--- config.mk ---
export PLATFORM = sky130hd
export DESIGN_NAME = vend_fsm_param_flat
export DESIGN_NICKNAME = d
export VERILOG_FILES = /design/src/rtl/vend_pkg.sv /design/src/rtl/vend_fsm_param_if.sv /design/src/rtl/vend_stock_cnt.sv /design/src/rtl/vend_fsm_param.sv /design/src/flat_wrapper.sv
export SDC_FILE = /design/constraint.sdc
export NUM_CORES = 1
export LEC_CHECK = 0
export CAP_MARGIN = 40
export CORE_MARGIN = 5
export CORE_UTILIZATION = 51
export DETAILED_ROUTE_END_ITERATION = 10
export GPL_TIMING_DRIVEN = 1
export PLACE_DENSITY_LB_ADDON = 0.08
export SLEW_MARGIN = 20
export SYNTH_ARGS = -nofsm -noshare
export SYNTH_HDL_FRONTEND = slang
export SYNTH_SLANG_ARGS = --single-unit
--- constraint.sdc ---
create_clock -name sys_clk -period 2.7 [get_ports sys_clk]
set_input_delay 0.405 -clock sys_clk [delete_from_list [all_inputs] [get_ports sys_clk]]
set_output_delay 0.405 -clock sys_clk [all_outputs]
set_load 0.005 [all_outputs]
--- src/rtl/vend_pkg.sv ---
// Shared encodings for the parametrised vending controller: one-hot states and coin unit values.
package vend_pkg;

  typedef enum logic [3:0] {
    IDLE   = 4'b0001,
    ACCUM  = 4'b0010,
    VEND   = 4'b0100,
    REFUND = 4'b1000
  } vend_state_t;

  localparam int COIN_HALF = 1;
  localparam int COIN_ONE  = 2;

endpackage

--- src/rtl/vend_fsm_param_if.sv ---
// Coin/button front-end and actuator signals of the vending controller, grouped as one bundle.
interface vend_fsm_param_if #(
  parameter int CREDIT_W = 4,
  parameter int STOCK_W  = 8
);

  logic                pi_money_half;
  logic                pi_money_one;
  logic                pi_cancel;
  logic                pi_refill;
  logic [STOCK_W-1:0]  pi_refill_cnt;
  logic                po_cola;
  logic                po_change_vld;
  logic [CREDIT_W-1:0] po_change;
  logic                po_coin_rej;
  logic [CREDIT_W-1:0] po_credit;
  logic                po_sold_out;

  // master is the front-end side, slave is the controller
  modport master (
    output pi_money_half, pi_money_one, pi_cancel, pi_refill, pi_refill_cnt,
    input  po_cola, po_change_vld, po_change, po_coin_rej, po_credit, po_sold_out
  );

  modport slave (
    input  pi_money_half, pi_money_one, pi_cancel, pi_refill, pi_refill_cnt,
    output po_cola, po_change_vld, po_change, po_coin_rej, po_credit, po_sold_out
  );

endinterface

--- src/rtl/vend_stock_cnt.sv ---
// Stock counter: refill load (wins over decrement), non-wrapping decrement, registered sold-out flag.
module vend_stock_cnt #(
  parameter int STOCK_W    = 8,
  parameter int STOCK_INIT = 10
) (
  input  logic               sys_clk,
  input  logic               sys_rst,
  input  logic               load,
  input  logic [STOCK_W-1:0] load_val,
  input  logic               dec,
  output logic [STOCK_W-1:0] stock,
  output logic               sold_out
);

  if (STOCK_INIT < 0 || STOCK_INIT >= (2**STOCK_W)) begin : g_bad_init
    $error("vend_stock_cnt: STOCK_INIT does not fit in STOCK_W bits");
  end

  // sold_out lags the counter by one cycle
  always_ff @(posedge sys_clk) begin
    if (sys_rst) begin
      stock    <= STOCK_W'(STOCK_INIT);
      sold_out <= (STOCK_INIT == 0);
    end else begin
      if (load)
        stock <= load_val;
      else if (dec && stock != '0)
        stock <= stock - 1'b1;
      sold_out <= (stock == '0);
    end
  end

endmodule

--- src/rtl/vend_fsm_param.sv ---
// Parametrised vending controller: half/one coin credit accumulation, vend with change, cancel refund.
module vend_fsm_param
  import vend_pkg::*;
#(
  parameter int PRICE      = 5,
  parameter int CREDIT_W   = 4,
  parameter int STOCK_W    = 8,
  parameter int STOCK_INIT = 10
) (
  input  logic             sys_clk,
  input  logic             sys_rst,
  vend_fsm_param_if.slave  bus
);

  if (PRICE < 2 || PRICE > (2**CREDIT_W) - 2) begin : g_bad_price
    $error("vend_fsm_param: PRICE must be in 2..2**CREDIT_W-2 so PRICE+1 fits CREDIT_W");
  end

  localparam logic [CREDIT_W-1:0] PRICE_U = CREDIT_W'(PRICE);

  vend_state_t         state;
  logic [CREDIT_W-1:0] credit;
  logic [CREDIT_W-1:0] coin_val;
  logic [CREDIT_W-1:0] credit_sum;
  logic [CREDIT_W-1:0] change_q;
  logic                cola_q;
  logic                change_vld_q;
  logic                coin_rej_q;
  logic                coin_any;
  logic                coin_both;
  logic                sold_lock;
  logic                sold_out;
  logic                stock_dec;
  logic [STOCK_W-1:0]  stock;

  assign coin_any   = bus.pi_money_half | bus.pi_money_one;
  assign coin_both  = bus.pi_money_half & bus.pi_money_one;
  assign coin_val   = bus.pi_money_one ? CREDIT_W'(COIN_ONE) : CREDIT_W'(COIN_HALF);
  assign credit_sum = credit + coin_val;
  // Raw stock==0 also locks, closing the one-cycle window before sold_out catches up.
  assign sold_lock  = sold_out | (stock == '0);
  assign stock_dec  = (state == VEND);

  vend_stock_cnt #(
    .STOCK_W    (STOCK_W),
    .STOCK_INIT (STOCK_INIT)
  ) u_stock (
    .sys_clk  (sys_clk),
    .sys_rst  (sys_rst),
    .load     (bus.pi_refill),
    .load_val (bus.pi_refill_cnt),
    .dec      (stock_dec),
    .stock    (stock),
    .sold_out (sold_out)
  );

  // Pulses are registered on the edge that enters VEND/REFUND so they coincide with that state.
  always_ff @(posedge sys_clk) begin
    if (sys_rst) begin
      state        <= IDLE;
      credit       <= '0;
      cola_q       <= 1'b0;
      change_vld_q <= 1'b0;
      change_q     <= '0;
      coin_rej_q   <= 1'b0;
    end else begin
      cola_q       <= 1'b0;
      change_vld_q <= 1'b0;
      change_q     <= '0;
      coin_rej_q   <= 1'b0;
      case (state)
        IDLE, ACCUM: begin
          if (bus.pi_cancel && credit != '0) begin
            state        <= REFUND;
            change_vld_q <= 1'b1;
            change_q     <= credit;
            coin_rej_q   <= coin_any;
          end else if (coin_any) begin
            if (coin_both || sold_lock) begin
              coin_rej_q <= 1'b1;
            end else if (credit_sum >= PRICE_U) begin
              state  <= VEND;
              credit <= credit_sum;
              cola_q <= 1'b1;
              if (credit_sum > PRICE_U) begin
                change_vld_q <= 1'b1;
                change_q     <= credit_sum - PRICE_U;
              end
            end else begin
              state  <= ACCUM;
              credit <= credit_sum;
            end
          end
        end
        VEND, REFUND: begin
          state      <= IDLE;
          credit     <= '0;
          coin_rej_q <= coin_any;
        end
        default: begin
          state  <= IDLE;
          credit <= '0;
        end
      endcase
    end
  end

  assign bus.po_cola       = cola_q;
  assign bus.po_change_vld = change_vld_q;
  assign bus.po_change     = change_q;
  assign bus.po_coin_rej   = coin_rej_q;
  assign bus.po_credit     = credit;
  assign bus.po_sold_out   = sold_out;

endmodule

--- src/flat_wrapper.sv ---
// flat-port wrapper written by rule: the top's interface ports become plain ports
module vend_fsm_param_flat import vend_pkg::*;
#(
  parameter int PRICE      = 5,
  parameter int CREDIT_W   = 4,
  parameter int STOCK_W    = 8,
  parameter int STOCK_INIT = 10
)
  (sys_clk, sys_rst, bus_pi_money_half, bus_pi_money_one, bus_pi_cancel, bus_pi_refill, bus_pi_refill_cnt, bus_po_cola, bus_po_change_vld, bus_po_change, bus_po_coin_rej, bus_po_credit, bus_po_sold_out);
  vend_fsm_param_if #(.CREDIT_W(CREDIT_W), .STOCK_W(STOCK_W)) bus_i ();
  input  logic sys_clk;
  input  logic sys_rst;
  input wire logic [$bits(bus_i.pi_money_half)-1:0] bus_pi_money_half;
  input wire logic [$bits(bus_i.pi_money_one)-1:0] bus_pi_money_one;
  input wire logic [$bits(bus_i.pi_cancel)-1:0] bus_pi_cancel;
  input wire logic [$bits(bus_i.pi_refill)-1:0] bus_pi_refill;
  input wire logic [$bits(bus_i.pi_refill_cnt)-1:0] bus_pi_refill_cnt;
  output wire logic [$bits(bus_i.po_cola)-1:0] bus_po_cola;
  output wire logic [$bits(bus_i.po_change_vld)-1:0] bus_po_change_vld;
  output wire logic [$bits(bus_i.po_change)-1:0] bus_po_change;
  output wire logic [$bits(bus_i.po_coin_rej)-1:0] bus_po_coin_rej;
  output wire logic [$bits(bus_i.po_credit)-1:0] bus_po_credit;
  output wire logic [$bits(bus_i.po_sold_out)-1:0] bus_po_sold_out;
  assign bus_i.pi_money_half = bus_pi_money_half;
  assign bus_i.pi_money_one = bus_pi_money_one;
  assign bus_i.pi_cancel = bus_pi_cancel;
  assign bus_i.pi_refill = bus_pi_refill;
  assign bus_i.pi_refill_cnt = bus_pi_refill_cnt;
  assign bus_po_cola = bus_i.po_cola;
  assign bus_po_change_vld = bus_i.po_change_vld;
  assign bus_po_change = bus_i.po_change;
  assign bus_po_coin_rej = bus_i.po_coin_rej;
  assign bus_po_credit = bus_i.po_credit;
  assign bus_po_sold_out = bus_i.po_sold_out;
  vend_fsm_param #(.PRICE(PRICE), .CREDIT_W(CREDIT_W), .STOCK_W(STOCK_W), .STOCK_INIT(STOCK_INIT)) u_core (.sys_clk(sys_clk), .sys_rst(sys_rst), .bus(bus_i));
endmodule
# Word-level counts from Yosys, hierarchy flattened
# Cells that the tools add are included.
[word_totals]
register_bits = 24
out_inout_bits = 12
word_cells = 64
[classes]
addsub = 3
magnitude_cmp = 2
eq_ne = 5
muxes = 22
bitwise = 7
reduce_logical = 16
[op_table]
columns = ["operator", "count"]
rows = [
  ["4-bit two-way mux", 8],
  ["8-bit two-way mux", 2],
  ["1-bit two-way mux", 9],
  ["8-bit logical NOT", 1],
  ["8-bit nonzero test", 1],
  ["8-bit by 1-bit subtractor with 8-bit output (second input constant)", 1],
  ["2-bit OR reduction", 3],
  ["5-bit OR reduction", 1],
  ["4-bit adder", 1],
  ["4-bit by 1-bit equality test with 1-bit output (second input constant)", 1],
  ["4-bit by 2-bit equality test with 1-bit output (second input constant)", 1],
  ["4-bit by 3-bit equality test with 1-bit output (second input constant)", 1],
  ["4-bit equality test (second input constant)", 1],
  ["4-bit by 3-bit greater-or-equal comparator with 1-bit output (second input constant)", 1],
  ["4-bit by 3-bit > comparator with 1-bit output (second input constant)", 1],
  ["1-bit inverter", 4],
  ["2-bit AND reduction", 2],
  ["2-bit nonzero test", 2],
  ["4-bit nonzero test", 1],
  ["4-bit by 3-bit subtractor with 4-bit output (second input constant)", 1],
  ["3-bit two-way mux", 1],
  ["3-bit AND reduction", 1],
  ["3-bit OR reduction", 1],
  ["1-bit logical AND", 2],
  ["other kinds (6)", 7],
]

# Logic depth before layout (Yosys ltp)
[depth]
ltp_word = 8
depth_mapped = 9
mapped_depth_nobuf = 9

# Modules after synthesis
# From an unflattened synthesis, not the netlist that was laid out.
[hier_totals]
cells_unflattened = 155
area_unflattened_um2 = 1417.6
[modules_own_cells]
columns = ["mod", "n_inst", "cells_per_inst", "area_each_um2", "seq_area_each_um2"]
rows = [
  ["vend_fsm_param", 1, 92, 874.6, 300.3],
  ["vend_stock_cnt", 1, 63, 543.0, 180.2],
]

# Least setup slack after synthesis
# No wires, ideal clock.
[synth_path]
path_type = "in2reg"
start = "input port bus_pi_money_one"
end = "register u_core.change_q[0], in the netlist u_core.bus.po_change[0]"
setup_ns = 0.071
t_arrival_ns = 2.119
required_time_ns = 2.629
setup_slack_ns = 0.511
cell_stages = 9
cell_sequence = "inv_1 -> ha_1 -> fa_1 -> inv_1 -> ha_1 -> nor2_1 -> a222oi_1 -> or3b_1 -> a21oi_1"
[synth_via]
elab_chain_cells = 8
[synth_rtl]
columns = ["item", "line", "source"]
rows = [
  ["from (decl)", "flat_wrapper.sv:14", "input wire logic [$bits(bus_i.pi_money_one)-1:0] bus_pi_money_one;"],
  ["2-bit two-way mux *", "vend_fsm_param.sv:38", "assign coin_val = bus.pi_money_one ? CREDIT_W'(COIN_ONE) : CREDIT_W'(COIN_HALF);"],
  ["4-bit adder *", "vend_fsm_param.sv:39", "assign credit_sum = credit + coin_val;"],
  ["via u_core.credit_sum[1]", "vend_fsm_param.sv:24", "logic [CREDIT_W-1:0] credit_sum;"],
  ["4-bit by 3-bit > comparator with 1-bit output", "vend_fsm_param.sv:85", "if (credit_sum > PRICE_U) begin"],
  ["4-bit two-way mux", "vend_fsm_param.sv:85", ""],
  ["4-bit two-way mux *", "vend_fsm_param.sv:81", "end else if (credit_sum >= PRICE_U) begin"],
  ["4-bit two-way mux *", "vend_fsm_param.sv:79", "if (coin_both || sold_lock) begin"],
  ["4-bit two-way mux *", "vend_fsm_param.sv:78", "end else if (coin_any) begin"],
  ["4-bit two-way mux *", "vend_fsm_param.sv:73", "if (bus.pi_cancel && credit != '0) begin"],
  ["to (signal assigned)", "vend_fsm_param.sv:76", "change_q <= credit;"],
  ["to (signal assigned)", "vend_fsm_param.sv:87", "change_q <= credit_sum - PRICE_U;"],
  ["to (decl)", "vend_fsm_param.sv:25", "logic [CREDIT_W-1:0] change_q;"],
]
# Mark *: on every way through the listed nets, which the timed path passes. The rest lies on a longest branch.
# A chain may end at the register's enable or synchronous reset.

# Worst setup path in the final report
# Ends and elaborated chain as after synthesis.

==> results by group <==
Status
  • Status: completed

Global route
  • Vias in the first global route: 1126
  • First-pass GRT wire length: 5.53 mm
  • Total grt overflow: 0
  • Antenna violations before repair: 0
  • Largest net degree at the start of global routing: 15
  • Total track usage: 19.7%

Routing
  • First-pass DRT Iterations: 4
  • DR WL/cell: 15.7 um
  • Final ANT Viol Nets: 0
  • Number of vias per cell: 5.79
  • Remaining DRCs: 0
  • Detailed-route via count: 1250
  • Drt initial violations: 57
  • Final WL: 3.38 mm

Cells and area
  • Core Util, Final: 69.6%
  • Layout cell share with drive strength beyond 1: 9.68%
  • Most common cell after layout, fill and taps aside: clkdlybuf4s50_1
  • Area Overhead vs Synth: 27.8%
  • Most frequent cells in the layout: 25 x clkdlybuf4s50_1, 24 x dfxtp_1, 18 x nor2_1
  • Fill count: 221
  • Total Nets Final: 207
  • N_diodes: 0
  • Sequential Area: 480 um^2
  • Multi-input gate area: 838 um^2
  • Post-route design area: 1760 um^2

Timing
  • Pins over their slew limit: 0
  • Tmin final: 2.48 ns
  • Fmax: 0.403 GHz
  • Final setup viols: 0
  • Hold slack: 0.550 ns
  • Tightest Pin Transition: 0.727 ns
  • Final Hold Fails: 0
  • Max_slew headroom: 51.3%
  • RSZ-0062 raised after global routing: false
  • Tcrit/Tclk final: 91.9%
  • Clock skew: 0.00167 ns

Die
  • Num rows: 18
  • I/O Pins: 26
  • Starting density of the core: 54.5%
  • Core area: 2520 um^2
  • Die H: 61.9 um
  • Die X: 61.9 um
  • Die ar.: 3830 um^2

Power and ir drop
  • Part of the power in registers: 37.2%
  • Leakage: 0.677 nW
  • Internal power: 0.868 mW
  • Total net switching power: 0.489 mW
  • Comb power frac: 42.7%
  • Pwr dens: 773 nW/um^2
  • Worst vdd ir: 609 uV
  • Clk network pwr share: 20.1%
  • Switching share of power: 36.0%
  • Total power: 1.36 mW

Clock network
  • Hold Buf Count CTS: 0
  • Post-CTS setup buffers: 0
  • CTS Sinks: 24
  • CTS tree: yes
  • Num CTS Buffers: 3
  • CTS max path bufs: 2
  • Clock transition at path regs: 0.14 ns
  • Post-cts sizing count: 0
  • Worst-Skew Late Latency: 0.33 ns
  • H-tree depth: 1
  • CTS Root Cell: clkbuf_4

Setup path
  • Crit path max-delay family: adder cells
  • Setup crit start: bus_pi_money_one
  • Crit-path max FO: 3
  • Setup crit end kind: flop
  • Crit path max-delay cell type: fa_1
  • CP cell instances: clkdlybuf4s50_1 -> inv_1 -> ha_1 -> fa_1 -> inv_1 -> ha_1 -> nor2_1 -> a222oi_1 -> or3b_1 -> a21oi_1
  • WP data required: 2.97 ns
  • WP buf/inv: 3
  • CP startpoint kind: input port
  • Worst EP arrival: 2.75 ns
  • FF-to-FF Start: u_core.bus.po_credit[0]
  • CP Class: input port to flop
  • CP peak stage delay: 0.53 ns

Logic synthesis
  • Syn Std Cell Area: 1380 um^2
  • Ys flop type: dfxtp_1
  • Ranking of synthesized cells by area: dfxtp_1 35%, nor2_1 4.9%, ha_1 4.5%
  • Asr flop ratio synth: 0%
  • Number of synthesized flops with an enable pin: 0
  • Register area share after synthesis: 34.9%
  • Ys Warns: 0
  • Post-synthesis net count: 174
  • Library cells used by synthesis: 44
  • Syn_area_per_cell: 8.93 um^2
  • Yosys top cell area share: 34.9%
  • Post-synth top area cell: dfxtp_1
  • Post-Synthesis Cells: 154
  • Synth Register Bits: 24

Placement
  • Area after DPL: 1700 um^2
  • Port Buffers: 25
  • Routability congestion estimate: 0.857
  • HPWL after DPL: 2.49 mm

Worst hold path
  • Worst hold start: u_core.bus.po_credit[0]
  • Worst Hold Class: flop to flop

Flow run
  • Max-Cap Viols: 0
## cell type report
class | instances | share of cell area, %
clock inverter | 1 | 1.71
clock buffer | 3 | 1.28
tap | 30 | 2.14
sequential | 24 | 27.4
inverter | 8 | 1.71
multi-input combinational | 116 | 47.7
timing repair buffer | 34 | 18.1
## worst register-to-register path: stages, from the launching register on
cell and delay, ns:
dfxtp_1 0.39, ha_1 0.26, fa_1 0.53, inv_1 0.07, ha_1 0.19, nor2_1 0.16
a222oi_1 0.13, or3b_1 0.37, a21oi_1 0.15
## flip-flops by register name, summed over array words and instances, names as in the netlist
signal                    count
u_core.state                  4
u_core.bus.po_coin_rej        1
u_core.u_stock.stock          8
u_core.bus.po_change_vld      1
u_core.bus.po_cola            1
u_core.bus.po_change          4
u_core.bus.po_credit          4
u_core.u_stock.sold_out       1
## worst paths after layout
kind	cells after the start	slack, ns	to
max reg2reg	8	0.40	u_core.bus.po_change[0]
min reg2reg	2	0.55	u_core.bus.po_change[0]
min	2	0.55	u_core.bus.po_change[0]
max	10	0.22	u_core.bus.po_change[0]
## synthesized netlist by cell type (3+ instances only)
library cell,n
clkbuf_1,5
xor2_1,4
xnor2_1,5
nor2_1,18
o21ai_1,3
mux2i_1,4
nand2b_1,3
a211oi_1,8
nor3_1,5
nand2_1,7
inv_1,7
nand3_1,6
dfxtp_1,24
nor4_1,4
nand3b_1,5
a21oi_1,6
ha_1,5
## through the flow
step / TNS, ns / cells / worst slack, ns
2_1_floorplan: 0 / 154 / 0.511
6_report: 0 / 216 / 0.220
4_1_cts: 0 / 216 / 0.219
5_1_grt: 0 / 216 / 0.118
3_3_place_gp: -0.0388 / 212 / -0.0388
3_5_place_dp: -0.0655 / 212 / -0.0655
## power groups by stage
stage / combinational (mW) / clock, mW / sequential [mW]
after floorplan: 0.361 / 0 / 0.490
after global placement: 0.561 / 0 / 0.507
after detailed placement: 0.573 / 0 / 0.513
after CTS: 0.578 / 0.273 / 0.505
after global routing: 0.639 / 0.291 / 0.517
final: 0.579 / 0.273 / 0.505
## cells by family after synthesis
logic type	after synthesis	share of synthesized area [%]
AOI/OAI and AO/OA	34	19.1
xor gates and xnor gates	9	5.73
buffers and inverters	14	4.10
and+or+nand+nor	61	25.6
muxes	6	4.55
adders and majority gates	6	6.01
DFF	24	34.9
## per-layer routing
layer	GRT usage (%)	share of wire [%]	vias up
met5	0	0	-
met4	6.67	1.3	0
met3	3.51	6.3	5
met2	29.0	44	35
met1	28.8	48	576
li1	-	-	634
No activity file was read; power rests on OpenSTA's default activity.
